==> config.mk <==
export PLATFORM = sky130hd
export DESIGN_NAME = multicycle_ctrl
export DESIGN_NICKNAME = d
export VERILOG_FILES = /design/src/rtl/multicycle_ctrl.sv
export SDC_FILE = /design/constraint.sdc
export NUM_CORES = 1
export LEC_CHECK = 0
export BUFFER_PORTS_ARGS = -buffer_cell sky130_fd_sc_hd__buf_2
export CORE_UTILIZATION = 50
export DETAILED_ROUTE_END_ITERATION = 10
export PLACE_DENSITY_LB_ADDON = 0.12
export SLEW_MARGIN = 15
export SYNTH_ARGS = -nofsm -noshare
export SYNTH_HDL_FRONTEND = slang
export SYNTH_SLANG_ARGS = --single-unit
export TNS_END_PERCENT = 100
==> constraint.sdc <==
create_clock -name clk -period 2.2 [get_ports clk]
set_input_delay 0.22 -clock clk [delete_from_list [all_inputs] [get_ports clk]]
set_output_delay 0.22 -clock clk [all_outputs]
set_load 0.01 [all_outputs]
==> src/rtl/multicycle_ctrl.sv <==
// Multi-cycle MIPS control FSM: sequences FETCH/DECODE/EXEC/MEM/WB
// for the shared datapath and counts retired instructions.
// Ports:
//   clk, rst_n          clock, synchronous active-low reset
//   opcode, func        IR[31:26], IR[5:0]
//   zero, mem_ready     ALU zero flag, memory handshake
//   pc_write..alu_op    datapath control strobes and selects
//   instr_type          registered decode of the current instruction
//   state               FSM state (FETCH 0 .. WB 4)
//   illegal             pulse in DECODE for unsupported codes
//   retired             retired-instruction counter
module multicycle_ctrl (
  input  logic        clk,
  input  logic        rst_n,
  input  logic [5:0]  opcode,
  input  logic [5:0]  func,
  input  logic        zero,
  input  logic        mem_ready,
  output logic        pc_write,
  output logic [1:0]  pc_src,
  output logic        ir_write,
  output logic        i_or_d,
  output logic        mem_read,
  output logic        mem_write,
  output logic        reg_write,
  output logic        reg_dst,
  output logic        mem_to_reg,
  output logic        alu_src_a,
  output logic [1:0]  alu_src_b,
  output logic [3:0]  alu_op,
  output logic [4:0]  instr_type,
  output logic [2:0]  state,
  output logic        illegal,
  output logic [31:0] retired
);

  typedef enum logic [2:0] {
    S_FETCH  = 3'd0,
    S_DECODE = 3'd1,
    S_EXEC   = 3'd2,
    S_MEM    = 3'd3,
    S_WB     = 3'd4
  } state_t;

  localparam logic [4:0] T_NONE = 5'd0;
  localparam logic [4:0] T_ADD  = 5'd1;
  localparam logic [4:0] T_SUB  = 5'd2;
  localparam logic [4:0] T_OR   = 5'd3;
  localparam logic [4:0] T_AND  = 5'd4;
  localparam logic [4:0] T_SLT  = 5'd5;
  localparam logic [4:0] T_SW   = 5'd6;
  localparam logic [4:0] T_LW   = 5'd7;
  localparam logic [4:0] T_ADDI = 5'd8;
  localparam logic [4:0] T_ANDI = 5'd9;
  localparam logic [4:0] T_ORI  = 5'd10;
  localparam logic [4:0] T_BEQ  = 5'd11;
  localparam logic [4:0] T_BNE  = 5'd12;
  localparam logic [4:0] T_SLTI = 5'd13;
  localparam logic [4:0] T_J    = 5'd14;

  state_t      cur_state;
  state_t      nxt_state;
  logic [4:0]  dec_type;
  logic        retire;
  logic        is_rtype;
  logic        is_imm;
  logic        is_ldst;
  logic        is_br;

  assign state = cur_state;

  always_comb begin
    dec_type = T_NONE;
    case (opcode)
      6'h00: begin
        case (func)
          6'h20:   dec_type = T_ADD;
          6'h22:   dec_type = T_SUB;
          6'h24:   dec_type = T_AND;
          6'h25:   dec_type = T_OR;
          6'h2A:   dec_type = T_SLT;
          default: dec_type = T_NONE;
        endcase
      end
      6'h23:   dec_type = T_LW;
      6'h2B:   dec_type = T_SW;
      6'h08:   dec_type = T_ADDI;
      6'h0C:   dec_type = T_ANDI;
      6'h0D:   dec_type = T_ORI;
      6'h0A:   dec_type = T_SLTI;
      6'h04:   dec_type = T_BEQ;
      6'h05:   dec_type = T_BNE;
      6'h02:   dec_type = T_J;
      default: dec_type = T_NONE;
    endcase
  end

  assign is_rtype = (instr_type >= T_ADD) && (instr_type <= T_SLT);
  assign is_imm   = (instr_type == T_ADDI) || (instr_type == T_ANDI) ||
                    (instr_type == T_ORI)  || (instr_type == T_SLTI);
  assign is_ldst  = (instr_type == T_LW) || (instr_type == T_SW);
  assign is_br    = (instr_type == T_BEQ) || (instr_type == T_BNE);

  always_ff @(posedge clk) begin
    if (!rst_n) begin
      cur_state  <= S_FETCH;
      instr_type <= T_NONE;
      retired    <= 32'd0;
    end else begin
      cur_state <= nxt_state;
      if (cur_state == S_DECODE)
        instr_type <= dec_type;
      if (retire)
        retired <= retired + 32'd1;
    end
  end

  always_comb begin
    nxt_state  = cur_state;
    pc_write   = 1'b0;
    pc_src     = 2'b00;
    ir_write   = 1'b0;
    i_or_d     = 1'b0;
    mem_read   = 1'b0;
    mem_write  = 1'b0;
    reg_write  = 1'b0;
    reg_dst    = 1'b0;
    mem_to_reg = 1'b0;
    alu_src_a  = 1'b0;
    alu_src_b  = 2'b00;
    alu_op     = 4'b0000;
    illegal    = 1'b0;
    retire     = 1'b0;

    case (cur_state)
      S_FETCH: begin
        mem_read  = 1'b1;
        alu_src_b = 2'b01;
        if (mem_ready) begin
          ir_write  = 1'b1;
          pc_write  = 1'b1;
          nxt_state = S_DECODE;
        end
      end
      S_DECODE: begin
        alu_src_b = 2'b11;
        if (dec_type == T_NONE) begin
          illegal   = 1'b1;
          nxt_state = S_FETCH;
        end else begin
          nxt_state = S_EXEC;
        end
      end
      S_EXEC: begin
        unique case (1'b1)
          is_rtype: begin
            alu_src_a = 1'b1;
            nxt_state = S_WB;
            case (instr_type)
              T_SUB:   alu_op = 4'b0001;
              T_AND:   alu_op = 4'b0010;
              T_OR:    alu_op = 4'b0011;
              T_SLT:   alu_op = 4'b0111;
              default: alu_op = 4'b0000;
            endcase
          end
          is_imm: begin
            alu_src_a = 1'b1;
            alu_src_b = 2'b10;
            nxt_state = S_WB;
            case (instr_type)
              T_ANDI:  alu_op = 4'b0010;
              T_ORI:   alu_op = 4'b0011;
              T_SLTI:  alu_op = 4'b0111;
              default: alu_op = 4'b0000;
            endcase
          end
          is_ldst: begin
            alu_src_a = 1'b1;
            alu_src_b = 2'b10;
            nxt_state = S_MEM;
          end
          is_br: begin
            alu_src_a = 1'b1;
            pc_src    = 2'b01;
            nxt_state = S_FETCH;
            if (instr_type == T_BEQ) begin
              alu_op   = 4'b0101;
              pc_write = zero;
            end else begin
              alu_op   = 4'b0110;
              pc_write = ~zero;
            end
          end
          (instr_type == T_J): begin
            pc_src    = 2'b10;
            pc_write  = 1'b1;
            nxt_state = S_FETCH;
          end
          default: nxt_state = S_FETCH;
        endcase
      end
      S_MEM: begin
        i_or_d = 1'b1;
        if (instr_type == T_LW)
          mem_read = 1'b1;
        else
          mem_write = 1'b1;
        if (mem_ready)
          nxt_state = (instr_type == T_LW) ? S_WB : S_FETCH;
      end
      S_WB: begin
        reg_write  = 1'b1;
        reg_dst    = is_rtype;
        mem_to_reg = (instr_type == T_LW);
        nxt_state  = S_FETCH;
      end
      default: nxt_state = S_FETCH;
    endcase

    // Only EXEC/MEM/WB can finish a legal instruction; DECODE->FETCH is illegal.
    retire = (cur_state != S_FETCH) && (cur_state != S_DECODE) &&
             (nxt_state == S_FETCH);

    // Reset is synchronous, so the old state is still visible this cycle;
    // keep it from writing anything.
    if (!rst_n) begin
      pc_write  = 1'b0;
      ir_write  = 1'b0;
      mem_read  = 1'b0;
      mem_write = 1'b0;
      reg_write = 1'b0;
      illegal   = 1'b0;
      retire    = 1'b0;
    end
  end

endmodule

# Yosys cells after proc, flatten, opt, wreduce, memory -nomap -nowiden
# Cells that the tools add are included.
# totals
register_bits	40
word_cells	96
inputBits	16
out_inout_bits	58
# classes
bitwise	1
reduce_logical	16
n_mux	41
add_sub_neg	1
eq_ne	32
order_cmp	2
# op_table
operator	n
6-bit == test, second input constant	7
4-bit one-hot mux with 10 select lines	1
5-bit by 4-bit == test with 1-bit output, second input constant	7
32-bit by 1-bit adder with 32-bit output, second input constant	1
6-bit by 4-bit == test with 1-bit output, second input constant	4
3-bit one-hot mux with 4 select lines	2
1-bit 2-to-1 mux	21
5-bit by 3-bit == test with 1-bit output, second input constant	4
3-bit one-hot mux with 3 select lines	2
3-bit one-hot mux with 5 select lines	1
6-bit by 3-bit == test with 1-bit output, second input constant	2
3-bit 2-to-1 mux	4
5-bit by 2-bit == test with 1-bit output, second input constant	2
2-bit 2-to-1 mux	4
3-bit by 2-bit == test with 1-bit output, second input constant	2
6-bit by 2-bit == test with 1-bit output, second input constant	1
3-bit zero test	2
6-bit zero test	1
1-bit one-hot mux with 2 select lines	3
2-bit one-hot mux with 3 select lines	1
3-bit one-hot mux with 2 select lines	1
5-bit by 1-bit greater-or-equal comparator with 1-bit output, second input constant	1
5-bit by 3-bit <= comparator with 1-bit output, second input constant	1
5-bit zero test	1
other kinds (10)	17

# Longest topological paths before layout
# logic_depth
word_depth	10
ltp_mapped	9
depth_no_buf	5

# Least setup slack after synthesis
# No wires, ideal clock.
# synth_path
path_kind	register -> register
from	register retired[8]
to	register retired[31]
path_slack_ns	0.267
t_required_ns	2.130
arrival_ns	1.863
period_less_slack_ns	1.933
path_stages_with_launch	7
setup_ns	0.070
path_buffers	1
path_cell_list	dfxtp_1 and4_1 buf_6 nand4_2 or4_1 or4_1 a21oi_1
# synth_via
elab_chain_cells	1
# synth_rtl
element	line_no	source
start, declared	34	output logic [31:0] retired
start signal, assigned	114	retired <= retired + 32'd1;
32-bit by 1-bit adder with 32-bit output	114	
# No other way between the ends.
# A chain may end at the register's enable or synchronous reset.

# Worst setup path after layout
# layout_path
from	register retired[13]
to	register retired[31]
# The elaborated chain is that of the path after synthesis.

==> results by group <==
Timing
  – Hold Fails Final Rpt: 0
  – Fin. max-slew vios: 0
  – Max Fclk: 502 MHz
  – RSZ-0062 raised after global routing: no
  – Final min period: 1.99 ns
  – Final setup fails: 0
  – Final Cycle Share: 90.6%
  – Setup_tns: 0 ns
  – Clock Skew: 0.0138 ns

CTS
  – CTS Hold Buffers Added: 0
  – Post_cts resized: 0
  – Worst-Skew Late Latency: 0.30 ns
  – Postcts setup bufs: 0
  – Clk slew on worst S/H paths: 0.09 ns
  – Root Driver: clkbuf_8
  – Cts bufs inserted: 5
  – H-tree depth: 2
  – Clock Path Buffers: 2
  – CTS tree: built
  – CTS sink count: 39

Pwr
  – Power Density: 467 nW/µm²
  – Peak supply drop: 0.258 mV
  – Leakage Power: 1.28 nW

Worst setup path
  – CP startpoint kind: flip-flop
  – Reg2reg path depth: 5
  – CP Capture Type: flip-flop
  – Worst R2R Setup Slack: 0.21 ns
  – R2R Path Start: retired[13]
  – Worst EP required: 2.43 ns
  – Critical path fanouts, max: 6
  – Reg-to-reg endpoint: retired[31]
  – Crit Path Category: flip-flop to flip-flop
  – Arrival time at the worst endpoint: 2.23 ns

Yosys
  – Mapped cell area: 2690 µm²
  – Cells after Synth: 347
  – Seq/Total Area, Yosys: 29.0%
  – Biggest area consumer among synthesized cells: dfxtp_1
  – Ys async rst share: 0%
  – Cell variety after synth: 57
  – Synth Area in Compound Gates: 18.2%
  – Post-synthesis mux area share: 5.57%
  – Synth Register Bits: 39
  – Yosys synthesis warning count: 0
  – Area share of the largest cell type after synthesis: 29.0%
  – Simple-gate share of the synthesized area: 39.1%
  – Post-synth EDFFs: 0
  – Synthesized area per cell: 7.76 µm²
  – Post-synthesis adder-cell area fraction: 0.464%
  – Main combinational cell family by area after synthesis: simple AND/OR/NAND/NOR gates
  – XOR/XNOR Fraction of Synth Area: 0.325%
  – Ys flop type: dfxtp_1
  – Synth area leaders: dfxtp_1, mux2i_1, nand2_1

Finish
  – Design area: 3200 µm²
  – Share of post-route cells with drive strength above 1: 25.6%
  – Area grow syn2layout: 18.8%
  – Layout Nets: 426
  – Antenna diode count: 0

Route
  – DR vias/cell: 5.91
  – DRT met1 WL: 3330 µm
  – Met2 wire length: 2980 µm
  – First-pass iteration count of the detailed router: 4
  – DRT antenna net count: 0
  – Metal3 WL: 307 µm
  – Number of remaining DRC errors: 0
  – Max Used Layer: met4
  – First DRT Iteration DRCs: 193
  – Vias: 2837
  – Drt total wl: 6640 µm
  – Drt wl/cell: 13.8 µm

GRT
  – Initial antenna violation count: 0
  – Pin count of the biggest net entering global routing: 52
  – Tot GR Track Use: 24.2%
  – Vias in the first global route: 2308
  – First-pass GRT wire length: 10700 µm
  – GRT overflow: 0

Hold path
  – Hold path start: mem_ready
  – Sink of the worst hold path: state[0]
  – Worst min-delay path category: input port to flip-flop
  – Hold path cells: 3

Floorplanning
  – Die area: 5690 µm²
  – CORE AREA: 5140 µm²
  – Die H: 75.4 µm
  – Initial core utilization: 52.4%
  – Cell row count: 26
  – Io pins: 74
  – Die width: 75.4 µm

Placed design
  – Dpl hpwl: 4680 µm
  – Gpl congestion: 0.844
  – Port Buffers: 71
  – Placed Area: 3090 µm²

Job
  – Max-cap check violation count: 0

Run status
  – Status: finished, final reports clean
synth_stat cells, types with 4 or more instances:
cell / count
dfxtp_1: 39
nand2_1: 37
a21oi_1: 22
nor2_1: 22
nand3_1: 18
clkbuf_1: 16
or4_1: 16
mux2i_1: 15
nand2b_1: 15
o31ai_1: 14
nor4_1: 13
o21ai_0: 13
and3_1: 8
nand4_1: 8
nor2b_1: 7
nor3_1: 6
and2_1: 5
and4_2: 5
buf_2: 5
buf_6: 4
inv_1: 4
or3_1: 4
layout make-up:
| class | instances | area (µm²) |
|---|---|---|
| tap | 70 | 87.6 |
| multi-input combinational | 274 | 1720 |
| fill | 510 | 1940 |
| inverter | 5 | 18.8 |
| sequential | 39 | 781 |
| clock buffer | 5 | 68.8 |
| clock inverter | 3 | 43.8 |
| timing repair buffer | 84 | 478 |
cells in the final DEF (no fill, tap or decap), types with 6 or more instances in the layout:
master,count
nand2b_1,15
mux2i_1,15
dfxtp_1,39
nor2_1,22
buf_4,11
buf_2,71
or4_1,16
o21ai_0,13
nand4_1,8
nand2_1,37
and3_1,8
nor4_1,13
nor2b_1,7
nand3_1,18
o31ai_1,14
nor3_1,6
a21oi_1,22
cell families (layout without fill, tap and decap cells):
logic type / after synthesis / count (layout)
mux: 15 / 15
fa+ha+maj: 1 / 1
xor+xnor: 1 / 1
simple gates: 182 / 182
other cells: 1 / 2
compound gates: 73 / 73
buf+inv: 35 / 97
flops: 39 / 39
worst max-delay path: stages (launching register included):
cell,delay (ns)
dfxtp_1,0.42
and4_2,0.31
nand3_1,0.10
or4_1,0.54
or4_1,0.41
a21oi_1,0.15
state kept, by name, summed over array words and instances (netlist names):
| name | flops |
|---|---|
| retired | 32 |
| state | 3 |
| instr_type | 4 |
metal layers:
metal,vias up,track usage [%]
met1,1328,34.6
li1,1432,-
met5,-,0
met3,2,2.91
met2,75,37.1
met4,0,9.05
worst max path at each step:
stage / start / slack [ns] / cells after the start / to
finish: retired[13] / 0.21 / 5 / retired[31]
global route: instr_type[1] / 0.03 / 7 / alu_op[1]
CTS: retired[3] / 0.20 / 6 / retired[18]
detailed placement: retired[3] / 0.23 / 6 / retired[18]
global placement: retired[3] / 0.29 / 6 / retired[20]
floorplan: retired[8] / 0.27 / 6 / retired[31]
through the flow:
step                      setup WS [ns]  power [mW]  std cells  hold slack [ns]  util (%)
final                             0.207        1.49        480            0.239      62.2
after global routing             0.0251        1.55        480            0.263      62.2
after CTS                         0.201        1.50        480            0.229      62.2
after detailed placement          0.228       0.901        472            0.471      60.1
after global placement            0.290       0.897        472            0.474      60.1
after floorplan                   0.267       0.844        348            0.389         -
report_power, final:
part	total, mW	internal, mW	switching [mW]	leakage (nW)
clock	0.608	0.338	0.271	0.0581
sequential	0.722	0.711	0.0108	0.315
combinational	0.162	0.0658	0.0963	0.909
total	1.49	1.11	0.378	1.28
Note: power is estimated with default switching activity, not from simulation.
